<file path="config.mk">
export PLATFORM = sky130hd
export DESIGN_NAME = aes_key_schedule_128
export DESIGN_NICKNAME = d
export VERILOG_FILES = /design/src/rtl/aes_key_schedule_128.sv
export SDC_FILE = /design/constraint.sdc
export NUM_CORES = 2
export LEC_CHECK = 0
export ABC_CLOCK_PERIOD_IN_PS = 30000
export CORE_MARGIN = 2
export CORE_UTILIZATION = 63
export DETAILED_ROUTE_END_ITERATION = 12
export PLACE_DENSITY = 0.79
export SETUP_SLACK_MARGIN = 0.02
export SLEW_MARGIN = 20
export SYNTH_ARGS = -nofsm -noshare
export SYNTH_HDL_FRONTEND = slang
export SYNTH_SLANG_ARGS = --single-unit
</file>
<file path="constraint.sdc">
create_clock -name clock -period 30 [get_ports clock]
set_input_delay 6 -clock clock [delete_from_list [all_inputs] [get_ports clock]]
set_output_delay 6 -clock clock [all_outputs]
set_load 0.01 [all_outputs]
</file>
<file path="src/rtl/aes_key_schedule_128.sv">
// aes_key_schedule_128
//   Iterative AES-128 key expansion. Pops one 128-bit cipher key from an
//   upstream FIFO and pushes the round keys 0..NUM_ROUNDS to a downstream
//   FIFO, one per cycle, with back-to-back key loading at the final round.
//
// Ports
//   clock         rising-edge clock
//   reset         synchronous, active-low reset
//   in_key        cipher key, byte i = in_key[i*8 +: 8] (byte 0 = first FIPS byte)
//   in_key_rd     pop strobe to upstream FIFO
//   in_key_empty  upstream FIFO empty
//   out_key       current round key, same byte packing as in_key
//   out_key_wr    push strobe to downstream FIFO
//   out_key_full  downstream FIFO full
//   out_round     round index of out_key
module aes_key_schedule_128 #(
  parameter int NUM_ROUNDS  = 10,
  parameter int EMIT_ROUND0 = 1
) (
  input  logic         clock,
  input  logic         reset,
  input  logic [127:0] in_key,
  output logic         in_key_rd,
  input  logic         in_key_empty,
  output logic [127:0] out_key,
  output logic         out_key_wr,
  input  logic         out_key_full,
  output logic [3:0]   out_round
);

  localparam logic [3:0] LAST_RND = 4'(NUM_ROUNDS);

  typedef enum logic {IDLE, RUN} state_t;

  state_t       state, state_nxt;
  logic [127:0] rk, rk_nxt, rk_step;
  logic [3:0]   rnd, rnd_nxt;
  logic [7:0]   rcon, rcon_nxt;
  logic [31:0]  t, w0n, w1n, w2n, w3n;
  logic         last_rnd;

  function automatic logic [7:0] xtime(input logic [7:0] r);
    return {r[6:0], 1'b0} ^ (r[7] ? 8'h1b : 8'h00);
  endfunction

  function automatic logic [7:0] gf_mul(input logic [7:0] a, input logic [7:0] b);
    logic [7:0] p;
    logic [7:0] x;
    p = 8'h00;
    x = a;
    for (int i = 0; i < 8; i++) begin
      if (b[i]) p = p ^ x;
      x = xtime(x);
    end
    return p;
  endfunction

  // S-box computed algebraically: multiplicative inverse as x^254 (0 maps
  // to 0), followed by the AES affine transform.
  function automatic logic [7:0] sbox(input logic [7:0] x);
    logic [7:0] p;
    logic [7:0] r;
    p = x;
    r = 8'h01;
    for (int k = 1; k < 8; k++) begin
      p = gf_mul(p, p);
      r = gf_mul(r, p);
    end
    return r ^ {r[6:0], r[7]} ^ {r[5:0], r[7:6]} ^ {r[4:0], r[7:5]}
             ^ {r[3:0], r[7:4]} ^ 8'h63;
  endfunction

  // w3 holds bytes 12..15 (byte 12 in the low bits). RotWord moves byte 13
  // into position 0, so t = {S(b12), S(b15), S(b14), S(b13)^rcon}.
  assign t = {sbox(rk[103:96]), sbox(rk[127:120]), sbox(rk[119:112]),
              sbox(rk[111:104]) ^ rcon};

  always_comb begin
    w0n = rk[31:0]   ^ t;
    w1n = rk[63:32]  ^ w0n;
    w2n = rk[95:64]  ^ w1n;
    w3n = rk[127:96] ^ w2n;
  end

  assign rk_step   = {w3n, w2n, w1n, w0n};
  assign last_rnd  = (rnd == LAST_RND);
  assign out_key   = rk;
  assign out_round = rnd;

  always_comb begin
    state_nxt  = state;
    rk_nxt     = rk;
    rnd_nxt    = rnd;
    rcon_nxt   = rcon;
    in_key_rd  = reset && !in_key_empty &&
                 ((state == IDLE) || (last_rnd && !out_key_full));
    out_key_wr = reset && (state == RUN) && !out_key_full &&
                 ((EMIT_ROUND0 != 0) || (rnd != 4'd0));
    if (in_key_rd) begin
      state_nxt = RUN;
      rk_nxt    = in_key;
      rnd_nxt   = 4'd0;
      rcon_nxt  = 8'h01;
    end else if ((state == RUN) && !out_key_full) begin
      if (last_rnd) begin
        state_nxt = IDLE;
      end else begin
        rk_nxt   = rk_step;
        rnd_nxt  = rnd + 4'd1;
        rcon_nxt = xtime(rcon);
      end
    end
  end

  // Round-key register stage
  always_ff @(posedge clock) begin
    if (!reset) begin
      state <= IDLE;
      rk    <= '0;
      rnd   <= 4'd0;
      rcon  <= 8'h01;
    end else begin
      state <= state_nxt;
      rk    <= rk_nxt;
      rnd   <= rnd_nxt;
      rcon  <= rcon_nxt;
    end
  end

endmodule

</file>
==> results by group <==
Outcome
  – Status: complete, no violations

Clock tree
  – Maximum clock path buffer count: 2
  – Resized cells post-CTS: 0
  – Root buf cell: clkbuf_16
  – TritonCTS Buffers: 17
  – Post-CTS setup buffer count: 0
  – Reg clk slew, reported paths: 80 ps
  – H-tree depth: 4
  – Skew-Pair Late Insertion Delay: 510 ps
  – CTS Hold Bufs: 0
  – CTS tree: done
  – Clk sinks: 141

Worst setup path
  – Crit Reg-Reg Endpoint: out_key[99]
  – Crit path required time: 30370 ps
  – Critical-path top delay cell: xnor3_1
  – WP data arrival: 19550 ps
  – Reg2reg path depth: 53
  – R2R Path Start: out_key[111]
  – Crit Path Max Fanout: 27
  – Crit path top cell by count: xnor2_1
  – Slowest Stage Delay on Critical Path: 1040 ps
  – Crit start category: flip-flop
  – Slack of the worst reg-to-reg path: 10810 ps
  – CP Capture Type: flip-flop
  – Kind of critical path: reg -> reg

Route
  – DRT Pass-1 Iters: 6
  – Post-Route WL: 213000 µm
  – Vias/cell: 6.48
  – Initial DRC count: 8908
  – Wire per inst: 21.5 µm
  – DRC violations left: 0
  – Routed Antenna Nets: 0
  – Via count: 64324

Layout
  – Share of cells above drive strength 1: 0.0824
  – Area Growth Syn to Fin: 7.35%
  – Core Util, Final: 0.684
  – Nets: 8701
  – Post-route cell area: 0.0699 mm²

Yosys
  – Asr flop ratio synth: 0
  – Syn Std Cell Area: 0.0651 mm²
  – Synthesis-stage register bit count: 141
  – Main synth FF type: dfxtp_1
  – Yosys cell types: 121
  – Synthesis Warnings: 0
  – Post-synthesis sequential area ratio: 0.0434
  – Mapped Nets: 8758
  – Mapped Cells: 8605
  – Post-Syn Area per Cell: 7.56 µm²
  – Post-synth EDFFs: 0

Die
  – Die area: 0.106 mm²
  – Die width: 325 µm
  – Area of the core: 0.102 mm²
  – Die height: 325 µm
  – Row count: 117
  – Initial Util: 0.637
  – # IOs: 266

Timing
  – Clock Skew: 20.0 ps
  – Final Cycle Share: 0.640
  – Max Slew Vio Count: 0
  – Slew headroom: 0.266
  – Fmax: 52.1 MHz
  – Tmin final: 19190 ps
  – Slew @ Worst Pin: 1100 ps
  – Fin Setup TNS: 0 ps
  – Hold Vio Cnt, Final: 0
  – Final setup fails: 0
  – RSZ-0062 raised after global routing: false

Global route
  – Initial antenna violation count: 6
  – Pin count of the biggest net entering global routing: 57
  – GRT overflow: 0
  – GRT Overall Usage: 0.385
  – Vias in the first global route: 59654
  – First-pass GRT wire length: 336000 µm

Run
  – Max Cap Violations: 0

Place
  – Dpl hpwl: 157000 µm
  – IO Port Bufs: 265
  – Placed Area: 0.0692 mm²
  – Gpl congestion: 1.01

Hold path
  – Hold endpoint: rcon[7]
  – Min-delay src: rcon[6]
  – Hold path depth: 2
  – Hold crit path type: reg -> reg
## registers in the layout, summed over array words and instances, names as in the netlist
| register | cells |
|---|---|
| out_key | 128 |
| rcon | 8 |
| out_round | 4 |
| state | 1 |
## critical path: cells and delay by family (launching register included)
kind / cells / cell delay, ps
xor+xnor: 23 / 9140
simple gates: 12 / 2800
compound gates: 8 / 2360
buf+inv: 5 / 1770
fa+ha+maj: 4 / 1740
flops: 1 / 910
mux: 1 / 250
## layout by cell type, fill, tap and decap left out, drive strengths merged, types with 27 or more instances in the layout
cell | Yosys | layout
xnor2 | 1685 | 1685
nor2 | 1281 | 1281
nand2 | 886 | 886
a21oi | 539 | 539
xor2 | 456 | 456
xnor3 | 413 | 413
o21ai | 361 | 361
clkdlybuf4s50 | 0 | 265
buf | 218 | 257
mux2i | 241 | 241
nor3 | 204 | 204
nand3 | 190 | 190
dfxtp | 141 | 141
o22ai | 132 | 132
a22oi | 129 | 129
a31oi | 97 | 97
a211oi | 90 | 90
inv | 86 | 89
o211ai | 81 | 81
nand2b | 69 | 69
xor3 | 61 | 61
or3 | 52 | 52
nor2b | 50 | 50
mux2 | 46 | 46
and2 | 43 | 43
and3 | 42 | 42
a221oi | 42 | 42
or2 | 40 | 40
a32oi | 32 | 32
nand4 | 29 | 29
o32ai | 29 | 29
a21o | 28 | 28
nor4 | 27 | 27
## area by class of cell
| cell class | instances | area [µm²] |
|---|---|---|
| multi-input cells | 7770 | 59800 |
| inverters | 96 | 368 |
| well taps | 1368 | 1710 |
| clock inverters | 11 | 111 |
| diodes | 1 | 2.50 |
| flip-flops and latches | 141 | 2820 |
| repair buffers | 522 | 4580 |
| clock buffers | 19 | 453 |
| fillers | 8741 | 32300 |
## per-layer routing
metal,global-route usage,up-vias,part of all wire
li1,-,29783,-
met1,0.528,30272,0.41
met2,0.598,3777,0.44
met3,0.0906,488,0.12
met4,0.123,4,0.034
met5,0,-,0.00012
## cell families after synthesis
logic type                 share of synthesized area
and+or+nand+nor                                0.197
xor gates and xnor gates                       0.476
AOI/OAI and AO/OA                              0.188
buffers and inverters                         0.0451
muxes                                         0.0458
DFF                                           0.0434
adders and majority gates                    0.00434
## metrics by stage
step	hold WS, ps	std cells	setup slack [ps]
final	490	9928	10810
after global routing	503	9927	9690
after CTS	486	9927	11220
after detailed placement	475	9897	11330
after global placement	464	9897	11680
after floorplan	457	8605	14380
## synthesized netlist by cell type (all sizes together) (25+ instances only)
cell type,count,area (µm²)
a211o,25,219
a211oi,90,696
a21o,28,210
a21oi,539,2730
a221oi,42,374
a22oi,129,993
a31oi,97,622
a32oi,32,288
and2,43,269
and3,42,263
buf,218,1150
clkbuf,380,1430
dfxtp,141,2820
inv,86,323
mux2,46,518
mux2i,241,2420
nand2,886,3330
nand2b,69,439
nand3,190,956
nand4,29,181
nor2,1281,4840
nor2b,50,315
nor3,204,1040
nor4,27,169
o211ai,81,608
o21a,25,188
o21ai,361,1810
o22ai,132,826
o32ai,29,269
or2,40,250
or3,52,330
xnor2,1685,15900
xnor3,413,9330
xor2,456,4280
xor3,61,1460
## worst max-delay path by stage
stage	startpoint	endpoint	slack, ps	depth (start not counted)
final	out_key[111]	out_key[99]	10810	53
after floorplan	out_key[111]	out_key[98]	14380	58
after global routing	out_key[111]	out_key[99]	9690	53
after detailed placement	out_key[111]	out_key[99]	11330	54
after CTS	out_key[111]	out_key[99]	11220	53
after global placement	out_key[111]	out_key[99]	11680	53
Power is not shown: default switching activity piles up to over one toggle a cycle in this logic, so the estimate is an artifact.
